**src/rtl/pipelined_decoder.sv**
```systemverilog
`default_nettype none
// ============================================================================
// pipelined_decoder : registered instruction decoder with RAW-hazard scoreboard
// Revision 1.0
// ============================================================================
module pipelined_decoder #(
    parameter int DATA_W     = 32,
    parameter int OPC_W      = 7,
    parameter int RA_W       = 5,
    parameter int IMM_W      = 15,
    parameter int PIPE_DEPTH = 2
) (
    input  logic              CLK,
    input  logic              RESET,
    input  logic [DATA_W-1:0] IR_instruction,
    input  logic              IF_VALID,
    output logic              IF_READY,
    input  logic              EX_READY,
    input  logic              FLUSH,
    output logic              ID_VALID,
    output logic              RW,
    output logic              MW,
    output logic              PS,
    output logic              MA,
    output logic              MB,
    output logic              CS,
    output logic [1:0]        MD,
    output logic [1:0]        BS,
    output logic [4:0]        FS,
    output logic [RA_W-1:0]   DA,
    output logic [RA_W-1:0]   AA,
    output logic [RA_W-1:0]   BA,
    output logic [DATA_W-1:0] IMM,
    output logic              ILLEGAL,
    output logic [15:0]       STALL_CNT
);

    localparam logic [OPC_W-1:0] OP_NOP = 7'b0000000;
    localparam logic [OPC_W-1:0] OP_ST  = 7'b0000001;
    localparam logic [OPC_W-1:0] OP_ADD = 7'b0000010;
    localparam logic [OPC_W-1:0] OP_SUB = 7'b0000101;
    localparam logic [OPC_W-1:0] OP_JML = 7'b0000111;
    localparam logic [OPC_W-1:0] OP_AND = 7'b0001000;
    localparam logic [OPC_W-1:0] OP_OR  = 7'b0001010;
    localparam logic [OPC_W-1:0] OP_XOR = 7'b0001100;
    localparam logic [OPC_W-1:0] OP_BZ  = 7'b0100000;
    localparam logic [OPC_W-1:0] OP_LOD = 7'b0100001;
    localparam logic [OPC_W-1:0] OP_ADI = 7'b0100010;
    localparam logic [OPC_W-1:0] OP_SBI = 7'b0100101;
    localparam logic [OPC_W-1:0] OP_ANI = 7'b0101000;
    localparam logic [OPC_W-1:0] OP_ORI = 7'b0101010;
    localparam logic [OPC_W-1:0] OP_XRI = 7'b0101100;
    localparam logic [OPC_W-1:0] OP_NOT = 7'b0101110;
    localparam logic [OPC_W-1:0] OP_LSL = 7'b0110000;
    localparam logic [OPC_W-1:0] OP_LSR = 7'b0110001;
    localparam logic [OPC_W-1:0] OP_MOV = 7'b1000000;
    localparam logic [OPC_W-1:0] OP_JMP = 7'b1000100;
    localparam logic [OPC_W-1:0] OP_SIU = 7'b1000101;
    localparam logic [OPC_W-1:0] OP_BNZ = 7'b1100000;
    localparam logic [OPC_W-1:0] OP_JMR = 7'b1100001;
    localparam logic [OPC_W-1:0] OP_AIU = 7'b1100010;
    localparam logic [OPC_W-1:0] OP_SLT = 7'b1100101;

    typedef struct packed {
        logic              rw;
        logic              mw;
        logic              ps;
        logic              ma;
        logic              mb;
        logic              cs;
        logic [1:0]        md;
        logic [1:0]        bs;
        logic [4:0]        fs;
        logic [RA_W-1:0]   da;
        logic [RA_W-1:0]   aa;
        logic [RA_W-1:0]   ba;
        logic [DATA_W-1:0] imm;
        logic              illegal;
    } ctrl_t;

    logic [OPC_W-1:0] w_opc;
    logic [RA_W-1:0]  w_dr, w_sa, w_sb;
    logic [IMM_W-1:0] w_imm;
    logic             w_use_a, w_use_b, w_known, w_hazard, w_accept;
    ctrl_t            w_dec;

    ctrl_t                          word_q, word_d;
    logic                           id_valid_q, id_valid_d;
    logic [PIPE_DEPTH-1:0]          sb_v_q, sb_v_d;
    logic [PIPE_DEPTH-1:0][RA_W-1:0] sb_da_q, sb_da_d;
    logic [15:0]                    stall_cnt_q, stall_cnt_d;

    assign w_opc = IR_instruction[DATA_W-1 -: OPC_W];
    assign w_dr  = IR_instruction[DATA_W-OPC_W-1 -: RA_W];
    assign w_sa  = IR_instruction[DATA_W-OPC_W-RA_W-1 -: RA_W];
    assign w_sb  = IR_instruction[DATA_W-OPC_W-2*RA_W-1 -: RA_W];
    assign w_imm = IR_instruction[IMM_W-1:0];

    always_comb begin
        w_dec   = '0;
        w_use_a = 1'b0;
        w_use_b = 1'b0;
        w_known = 1'b1;
        case (w_opc)
            OP_NOP: ;
            OP_MOV: w_dec.rw = 1'b1;
            OP_ADD: begin w_dec.rw = 1'b1; w_dec.fs = 5'b00010; w_use_b = 1'b1; end
            OP_SUB: begin w_dec.rw = 1'b1; w_dec.fs = 5'b00101; w_use_b = 1'b1; end
            OP_SLT: begin w_dec.rw = 1'b1; w_dec.fs = 5'b00101; w_dec.md = 2'b10; w_use_b = 1'b1; end
            OP_AND: begin w_dec.rw = 1'b1; w_dec.fs = 5'b01000; w_use_b = 1'b1; end
            OP_OR:  begin w_dec.rw = 1'b1; w_dec.fs = 5'b01010; w_use_b = 1'b1; end
            OP_XOR: begin w_dec.rw = 1'b1; w_dec.fs = 5'b01100; w_use_b = 1'b1; end
            OP_NOT: begin w_dec.rw = 1'b1; w_dec.fs = 5'b01110; end
            OP_LSL: begin w_dec.rw = 1'b1; w_dec.fs = 5'b10000; end
            OP_LSR: begin w_dec.rw = 1'b1; w_dec.fs = 5'b10001; end
            OP_ST:  begin w_dec.mw = 1'b1; w_use_b = 1'b1; end
            OP_LOD: begin w_dec.rw = 1'b1; w_dec.md = 2'b01; end
            OP_ADI: begin w_dec.rw = 1'b1; w_dec.mb = 1'b1; w_dec.cs = 1'b1; w_dec.fs = 5'b00010; end
            OP_SBI: begin w_dec.rw = 1'b1; w_dec.mb = 1'b1; w_dec.cs = 1'b1; w_dec.fs = 5'b00101; end
            OP_ANI: begin w_dec.rw = 1'b1; w_dec.mb = 1'b1; w_dec.fs = 5'b01000; end
            OP_ORI: begin w_dec.rw = 1'b1; w_dec.mb = 1'b1; w_dec.fs = 5'b01010; end
            OP_XRI: begin w_dec.rw = 1'b1; w_dec.mb = 1'b1; w_dec.fs = 5'b01100; end
            OP_AIU: begin w_dec.rw = 1'b1; w_dec.mb = 1'b1; w_dec.fs = 5'b00010; end
            OP_SIU: begin w_dec.rw = 1'b1; w_dec.mb = 1'b1; w_dec.fs = 5'b00101; end
            OP_BZ:  begin w_dec.bs = 2'b01; w_dec.mb = 1'b1; w_dec.cs = 1'b1; end
            OP_BNZ: begin w_dec.bs = 2'b01; w_dec.ps = 1'b1; w_dec.mb = 1'b1; w_dec.cs = 1'b1; end
            OP_JMR: w_dec.bs = 2'b10;
            OP_JMP: begin w_dec.bs = 2'b11; w_dec.mb = 1'b1; w_dec.cs = 1'b1; end
            OP_JML: begin
                w_dec.rw = 1'b1; w_dec.bs = 2'b11; w_dec.mb = 1'b1;
                w_dec.cs = 1'b1; w_dec.ma = 1'b1; w_dec.fs = 5'b00111;
            end
            default: w_known = 1'b0;
        endcase
        // NOP and undefined opcodes keep every field, including IMM, at zero
        if (w_known && (w_opc != OP_NOP)) begin
            w_dec.da = w_dr;
            w_dec.aa = w_sa;
            w_dec.ba = w_sb;
            w_use_a  = (w_opc != OP_JMP);
            w_dec.imm = w_dec.cs ? {{(DATA_W-IMM_W){w_imm[IMM_W-1]}}, w_imm}
                                 : {{(DATA_W-IMM_W){1'b0}}, w_imm};
        end
        w_dec.illegal = ~w_known;
    end

    always_comb begin
        w_hazard = 1'b0;
        if (id_valid_q && word_q.rw) begin
            if (w_use_a && (w_dec.aa == word_q.da)) w_hazard = 1'b1;
            if (w_use_b && (w_dec.ba == word_q.da)) w_hazard = 1'b1;
        end
        for (int i = 0; i < PIPE_DEPTH; i++) begin
            if (sb_v_q[i]) begin
                if (w_use_a && (w_dec.aa == sb_da_q[i])) w_hazard = 1'b1;
                if (w_use_b && (w_dec.ba == sb_da_q[i])) w_hazard = 1'b1;
            end
        end
    end

    assign IF_READY = (~id_valid_q | EX_READY) & ~w_hazard & ~FLUSH;
    assign w_accept = IF_VALID & IF_READY;

    always_comb begin
        word_d      = word_q;
        id_valid_d  = id_valid_q;
        sb_v_d      = sb_v_q;
        sb_da_d     = sb_da_q;
        stall_cnt_d = stall_cnt_q;
        if (w_accept) begin
            word_d     = w_dec;
            id_valid_d = 1'b1;
        end else if (EX_READY || FLUSH) begin
            word_d     = '0;
            id_valid_d = 1'b0;
        end
        // The retiring ID/EX entry enters the scoreboard even when flushed
        if (EX_READY) begin
            sb_v_d[0]  = id_valid_q & word_q.rw;
            sb_da_d[0] = word_q.da;
            for (int i = 1; i < PIPE_DEPTH; i++) begin
                sb_v_d[i]  = sb_v_q[i-1];
                sb_da_d[i] = sb_da_q[i-1];
            end
        end
        if (IF_VALID && w_hazard && (stall_cnt_q != 16'hFFFF))
            stall_cnt_d = stall_cnt_q + 16'd1;
    end

    always_ff @(posedge CLK) begin
        if (RESET) begin
            word_q      <= '0;
            id_valid_q  <= 1'b0;
            sb_v_q      <= '0;
            sb_da_q     <= '0;
            stall_cnt_q <= '0;
        end else begin
            word_q      <= word_d;
            id_valid_q  <= id_valid_d;
            sb_v_q      <= sb_v_d;
            sb_da_q     <= sb_da_d;
            stall_cnt_q <= stall_cnt_d;
        end
    end

    assign ID_VALID  = id_valid_q;
    assign RW        = word_q.rw;
    assign MW        = word_q.mw;
    assign PS        = word_q.ps;
    assign MA        = word_q.ma;
    assign MB        = word_q.mb;
    assign CS        = word_q.cs;
    assign MD        = word_q.md;
    assign BS        = word_q.bs;
    assign FS        = word_q.fs;
    assign DA        = word_q.da;
    assign AA        = word_q.aa;
    assign BA        = word_q.ba;
    assign IMM       = word_q.imm;
    assign ILLEGAL   = word_q.illegal;
    assign STALL_CNT = stall_cnt_q;

endmodule
`default_nettype wire

```
**config.mk**
```make
export PLATFORM = sky130hd
export DESIGN_NAME = pipelined_decoder
export DESIGN_NICKNAME = d
export VERILOG_FILES = /design/src/rtl/pipelined_decoder.sv
export SDC_FILE = /design/constraint.sdc
export NUM_CORES = 1
export LEC_CHECK = 0
export ABC_CLOCK_PERIOD_IN_PS = 4800
export CORE_ASPECT_RATIO = 0.8
export CORE_MARGIN = 2
export CORE_UTILIZATION = 48
export CTS_CLUSTER_SIZE = 10
export DETAILED_ROUTE_END_ITERATION = 10
export PLACE_DENSITY = 0.8
export SETUP_SLACK_MARGIN = 0.02
export SLEW_MARGIN = 10
export SYNTH_ARGS = -nofsm -noshare
export SYNTH_HDL_FRONTEND = slang
export SYNTH_SLANG_ARGS = --single-unit
```
**constraint.sdc**
```tcl
create_clock -name CLK -period 4.8 [get_ports CLK]
set_clock_uncertainty 0.1 [all_clocks]
set_input_delay 1.2 -clock CLK [delete_from_list [all_inputs] [get_ports CLK]]
set_output_delay 1.2 -clock CLK [all_outputs]
set_load 0.02 [all_outputs]
```
==> impl_metrics.tcl, run 1 <==
set metrics [dict create \
    power_mw 1.310 \
    vias 4549 \
    synth_cells 530 \
    tightestPinTransition_ps 609.0 \
    status "completed" \
    maxSlewHeadroom_pct 58.87 \
    worst_slack_ps 120.7 \
    ys.flop_type "dfxtp_1" \
    required_ps 3500 \
    met2_length_um 5950 \
    p_per_area_mw_per_mm2 208.9 \
    ios 118 \
    grt_pass1_vias 4130 \
    drt_wl_total_um 12970 \
    numCtsBuffers 9 \
    maxCapViolCount 0 \
    via_per_inst 5.595 \
    finalSetupViolCount 0 \
    hpwl_um 9258 \
    rows 30 \
    gp_congestion 0.9565 \
    grt_usage_pct 26.87 \
    grt_max_degree 40 \
    hold_depth 2 \
    dieHeight_um 87.52 \
    leakagePower_nw 2.445 \
    ir_worst_vdd_uv 141.7 \
    cts_sinks 71 \
    hold_path.class "flip-flop to flip-flop" \
    arrival_ps 3380 \
    rr_worst_depth 12 \
    postCtsHoldBufs 0 \
    start_util_pct 49.34 \
    synth_edf_count 0 \
    setup.worst_path.class "primary input to output pin" \
    core_mm2 0.008483 \
    firstDrtPassIters 5 \
    h-tree-depth 3 \
    wl_met1_um 5761 \
    critPathCaptureType "output pin" \
    critPathLaunchType "primary input" \
    cts_tree "done" \
    antenna_found_initial 0 \
    switchingPower_mw 0.3507 \
    fin_hold_ws_ps 360.8 \
    drc 0 \
    fmax_mhz 213.7 \
    switching_share_pct 26.76 \
    finalMaxSlewViolations 0 \
    n_antenna_cell 0 \
    rsz0062_at_grt "false" \
    synthDominantCellAreaShare_pct 33.96 \
    finalHoldViolCount 0 \
    layout.cells.most_common_list "clkdlybuf4s50_1 (109), buf_4 (85), dfxtp_1 (71), nand2_1 (66), nor2_1 (56)" \
    nets 734 \
    ys_top_cells_by_area "dfxtp_1 (34%), nand2_1 (6.0%), nor2_1 (5.3%)" \
    grt_pass1_wl_um 20140 \
    synth.avg_cell_area_um2 7.897 \
    synth_cell_types 64 \
    dieArea_mm2 0.009487 \
    seqPwrFrac_pct 45.6 \
    gr-total-overflow 0 \
    cts.path.max_buffers 2 \
    syn_nets 568 \
    clk_latency_ps 350 \
    drtAntennaViolNets 0 \
    layout_commonest_cell "clkdlybuf4s50_1" \
    drt-initial-drc-count 317 \
    drive_gt1_share_pct 23.11 \
    fin_crit_ps 4679 \
    pwr-share-clk_pct 37.3 \
    wl_met3_um 917 \
    ys_seq_area_share_pct 33.96 \
    combinationalPowerShare_pct 17.1 \
    internal-power_mw 0.9596 \
    cts-root-buf "clkbuf_8" \
    syn_area_mm2 0.004185 \
    port_buffers 117 \
    async_reset_ff_share_pct 0 \
    wl_per_cell_um 15.95 \
    path_max_fanout 6 \
    die_w_um 108.4 \
    ys_ff_latch 71 \
    yosysWarnings 0 \
    clk_pin_slew_worst_paths_ps 80 \
    fin_crit_sh_pct 97.48 \
    areaGrowthSynthToFinish_pct 49.84 \
    dp_slack_ps -900.6 \
    yosysTopAreaCell "dfxtp_1" \
    route.top_layer_used "met4" \
]
-- final timing paths --
path,startpoint,to,slack [ps]
setup / recovery,IR_instruction[31],IF_READY,120
hold reg to reg,IMM[8]$_SDFFE_PP0P_,IMM[8]$_SDFFE_PP0P_,360
setup reg to reg,sb_da_q[9]$_SDFFE_PP0P_,STALL_CNT[8]$_SDFFE_PP0P_,1790
hold / removal,IMM[8]$_SDFFE_PP0P_,IMM[8]$_SDFFE_PP0P_,360
-- synth_stat cells, types with 5 or more instances --
library cell and instances:
inv_1 8, mux2i_1 14, buf_4 29, nor3_1 10, and3_1 6, dfxtp_1 71
mux2_2 7, nand2b_1 10, nand3_1 38, buf_2 5, clkbuf_1 14, nor2b_1 11
nand4_1 10, nand2_1 67, xnor2_1 17, o21ai_0 41, nor2_1 59, xor2_1 10
a21oi_1 13
-- power groups by stage --
stage / Sequential (mW) / Combinational [mW] / Clock, mW
detailed placement: 0.611 / 0.195 / 0
finish: 0.597 / 0.224 / 0.489
CTS: 0.597 / 0.214 / 0.498
floorplan: 0.615 / 0.0941 / 0
global placement: 0.610 / 0.193 / 0
global route: 0.597 / 0.239 / 0.521
-- critical path, cell delays in order --
cell and delay (ps):
clkbuf_2 110, buf_6 130, or3b_4 400, a2111o_1 410
and4_1 220, nand4_1 90, nand3_2 120, a41oi_4 270
nand2_2 90, nor3_2 170, buf_4 160
-- sequential cells by signal, indices dropped and copies added, names as in the netlist --
signal and flops:
AA 5, BA 4, BS 2, CS 1
DA 5, FS 5, ID_VALID 1, ILLEGAL 1
IMM 12, MA 1, MB 1, MD 2
MW 1, PS 1, RW 1, STALL_CNT 16
sb_da_q 10, sb_v_q 2
-- per-stage QoR --
step           TNS [ps]  util [%]  cell area, um2  std cells
6_report              0     73.92            6271        813
5_1_grt               0     73.92            6271        813
3_3_place_gp     -987.1     67.68            5742        780
2_1_floorplan         0         -            4190        530
4_1_cts               0     72.94            6187        808
3_5_place_dp      -1043     67.68            5742        780
-- area by class of cell --
class / instances / area [um2]
flip-flops and latches: 71 / 1421
clock inverters: 4 / 55.05
multi-input cells: 395 / 2599
clock buffers: 12 / 145.1
repair buffers: 210 / 1877
fillers: 641 / 2212
well taps: 112 / 140.1
inverters: 9 / 33.78
-- repair_timing --
action,4_1_cts,5_1_grt
endpoints found under the setup margin,1,1
setup buffers,11,5
gates cloned,1,1
pin swaps,15,14
gates resized for setup,44,26
-- kinds of logic after synthesis --
kind of cell	after synthesis	share of synthesized area, %
adder cells (fa/ha/maj)	1	0.2989
multiplexers	24	6.039
AO/OA/AOI/OAI	101	16.47
XOR/XNOR	27	5.650
flip-flops	71	33.96
buffers and inverters	64	8.909
AND/OR/NAND/NOR	242	28.67
-- layer usage --
| metal | track usage, % | up-vias |
|---|---|---|
| met1 | 36.15 | 2124 |
| met5 | 0 | - |
| li1 | - | 2181 |
| met4 | 9.091 | 0 |
| met2 | 43.30 | 205 |
| met3 | 5.385 | 39 |
(Power assumes the default switching activity.)
==> run 2: changes to the inputs <==
--- a/config.mk
+++ b/config.mk
@@ -5,7 +5,7 @@
 export SDC_FILE = /design/constraint.sdc
 export NUM_CORES = 1
 export LEC_CHECK = 0
-export ABC_CLOCK_PERIOD_IN_PS = 4800
+export ABC_CLOCK_PERIOD_IN_PS = 4900
 export CORE_ASPECT_RATIO = 0.8
 export CORE_MARGIN = 2
 export CORE_UTILIZATION = 48
==> constraint.sdc (replaced) <==
create_clock -name CLK -period 4.9 [get_ports CLK]
set_clock_uncertainty 0.1 [all_clocks]
set_input_delay 1.225 -clock CLK [delete_from_list [all_inputs] [get_ports CLK]]
set_output_delay 1.225 -clock CLK [all_outputs]
set_load 0.02 [all_outputs]
==> run 2 against run 1 <==
Setup slack lost 75 ps. Sequential power shrank 2%. Critical path type unchanged. Routed wire length grew 2.6%.
==> impl_metrics.tcl, run 2 (same netlist as run 1, synthesis figures left out) <==
set metrics [dict create \
    firstDrtPassIters 5 \
    status "completed" \
    cts-root-buf "clkbuf_8" \
    hold_depth 2 \
    gr-total-overflow 0 \
    areaGrowthSynthToFinish_pct 49.66 \
    fin_crit_ps 4855 \
    required_ps 3580 \
    antenna_found_initial 0 \
    combinationalPowerShare_pct 16.5 \
    switching_share_pct 25.70 \
    finalSetupViolCount 0 \
    cts.path.max_buffers 2 \
    switchingPower_mw 0.3418 \
    hpwl_um 9162 \
    hold_path.class "flip-flop to flip-flop" \
    postCtsHoldBufs 0 \
    grt_usage_pct 26.98 \
    r2r-end "STALL_CNT[11]$_SDFFE_PP0P_" \
    grt_pass1_vias 4072 \
    fmax_mhz 206.0 \
    cts_sinks 71 \
    drc 0 \
    maxCapViolCount 0 \
    start_util_pct 49.34 \
    leakagePower_nw 2.435 \
    drt-initial-drc-count 465 \
    ir_worst_vdd_uv 206.0 \
    p_per_area_mw_per_mm2 212.3 \
    numCtsBuffers 9 \
    port_buffers 117 \
    power_mw 1.330 \
    clk_pin_slew_worst_paths_ps 70 \
    hold_start "AA[4]$_SDFFE_PP0P_" \
    arrival_ps 3530 \
    grt_pass1_wl_um 20310 \
    gp_congestion 0.9678 \
    final_core_util_pct 73.83 \
    critPathLaunchType "primary input" \
    clk_latency_ps 350 \
    seqPwrFrac_pct 44.0 \
    fin_crit_sh_pct 99.07 \
    finalHoldViolCount 0 \
    hold-path-endpoint "AA[4]$_SDFFE_PP0P_" \
    dieArea_mm2 0.009487 \
    reg2reg_slack_ps 1790 \
    dieHeight_um 87.52 \
    multi_input_area_mm2 0.002561 \
    internal-power_mw 0.9882 \
    seq_area_mm2 0.001421 \
    layout_commonest_cell "clkdlybuf4s50_1" \
    ios 118 \
    r2r_start "DA[3]$_SDFFE_PP0P_" \
    critPathCaptureType "output pin" \
    drive_gt1_share_pct 21.92 \
    nFillCells 659 \
    maxSlewHeadroom_pct 58.06 \
    tightestPinTransition_ps 620.9 \
    nets 731 \
    die_w_um 108.4 \
    cts_tree "done" \
    path_max_fanout 8 \
    setup.worst_path.class "primary input to output pin" \
    wl_per_cell_um 16.42 \
    rows 30 \
    largest_reg_flops 16 \
    grt_max_degree 39 \
    vias 4506 \
    core_mm2 0.008483 \
    h-tree-depth 3 \
    rr_worst_depth 12 \
    drt_wl_total_um 13300 \
    n_antenna_cell 0 \
    drtAntennaViolNets 0 \
    layout.cells.most_common_list "clkdlybuf4s50_1 (109), buf_4 (79), dfxtp_1 (71), nand2_1 (66), nor2_1 (57)" \
    via_per_inst 5.563 \
    finalMaxSlewViolations 0 \
    pwr-share-clk_pct 39.6 \
]
-- run 2: worst max-delay path by stage --
| stage | start | end | cells after the start |
|---|---|---|---|
| after floorplan | IR_instruction[30] | IF_READY | 10 |
| after global placement | IR_instruction[25] | IF_READY | 11 |
| after detailed placement | IR_instruction[28] | IF_READY | 12 |
| after CTS | IR_instruction[30] | IF_READY | 12 |
| after global routing | IR_instruction[27] | IF_READY | 13 |
| final | IR_instruction[27] | IF_READY | 13 |
-- run 2: timing repair --
item	CTS	global route
setup endpoints to repair	1	1
buffers inserted	13	6
hold endpoints to repair	0	0
gates cloned	0	0
pin swaps	9	17
gates resized for setup	32	33
-- run 2: through the flow --
| stage | TNS [ps] | worst slack, ps | instance area [um2] | hold slack (ps) | cells |
|---|---|---|---|---|---|
| 5_1_grt | -42.36 | -42.36 | 6264 | 379.3 | 810 |
| 2_1_floorplan | 0 | 57.32 | 4185 | 375.9 | 530 |
| 3_3_place_gp | -854.4 | -854.4 | 5724 | 343.2 | 775 |
| 4_1_cts | 0 | 36.89 | 6121 | 362.1 | 804 |
| 3_5_place_dp | -892.8 | -892.8 | 5724 | 353.0 | 775 |
| 6_report | 0 | 45.36 | 6264 | 357.4 | 810 |
-- run 2: cell type report --
cell class | instances | area share, %
Multi-Input combinational cell | 395 | 40.89
Timing Repair Buffer | 207 | 30.08
Sequential cell | 71 | 22.69
Clock buffer | 11 | 2.257
Tap cell | 112 | 2.237
Clock inverter | 5 | 1.298
Inverter | 9 | 0.5394
-- run 2: power by group through the flow --
| stage | clock, mW | sequential, mW | combinational [mW] |
|---|---|---|---|
| floorplan | 0 | 0.602 | 0.0920 |
| global placement | 0 | 0.598 | 0.189 |
| detailed placement | 0 | 0.598 | 0.191 |
| CTS | 0.532 | 0.585 | 0.204 |
| global route | 0.558 | 0.585 | 0.234 |
| finish | 0.526 | 0.585 | 0.219 |
-- run 2: layer usage --
| metal | vias to the layer above | wire, um | GRT usage (%) | share of wire [%] |
|---|---|---|---|---|
| met2 | 194 | 6212 | 43.13 | 47 |
| met5 | - | 0 | 0 | 0 |
| met4 | 0 | 157 | 6.410 | 1.2 |
| met3 | 21 | 935 | 5.834 | 7.0 |
| li1 | 2176 | - | - | - |
| met1 | 2115 | 5992 | 37.42 | 45 |
-- run 2: worst max-delay path, stage by stage --
cell      delay (ps)
clkbuf_2         100
buf_12           140
buf_8            120
nor4bb_4         150
o21ai_1          220
a21oi_2          130
buf_4            160
or4_4            540
o311ai_4         260
a41oi_4          160
nand2_2          120
nor3_2            50
buf_4            160
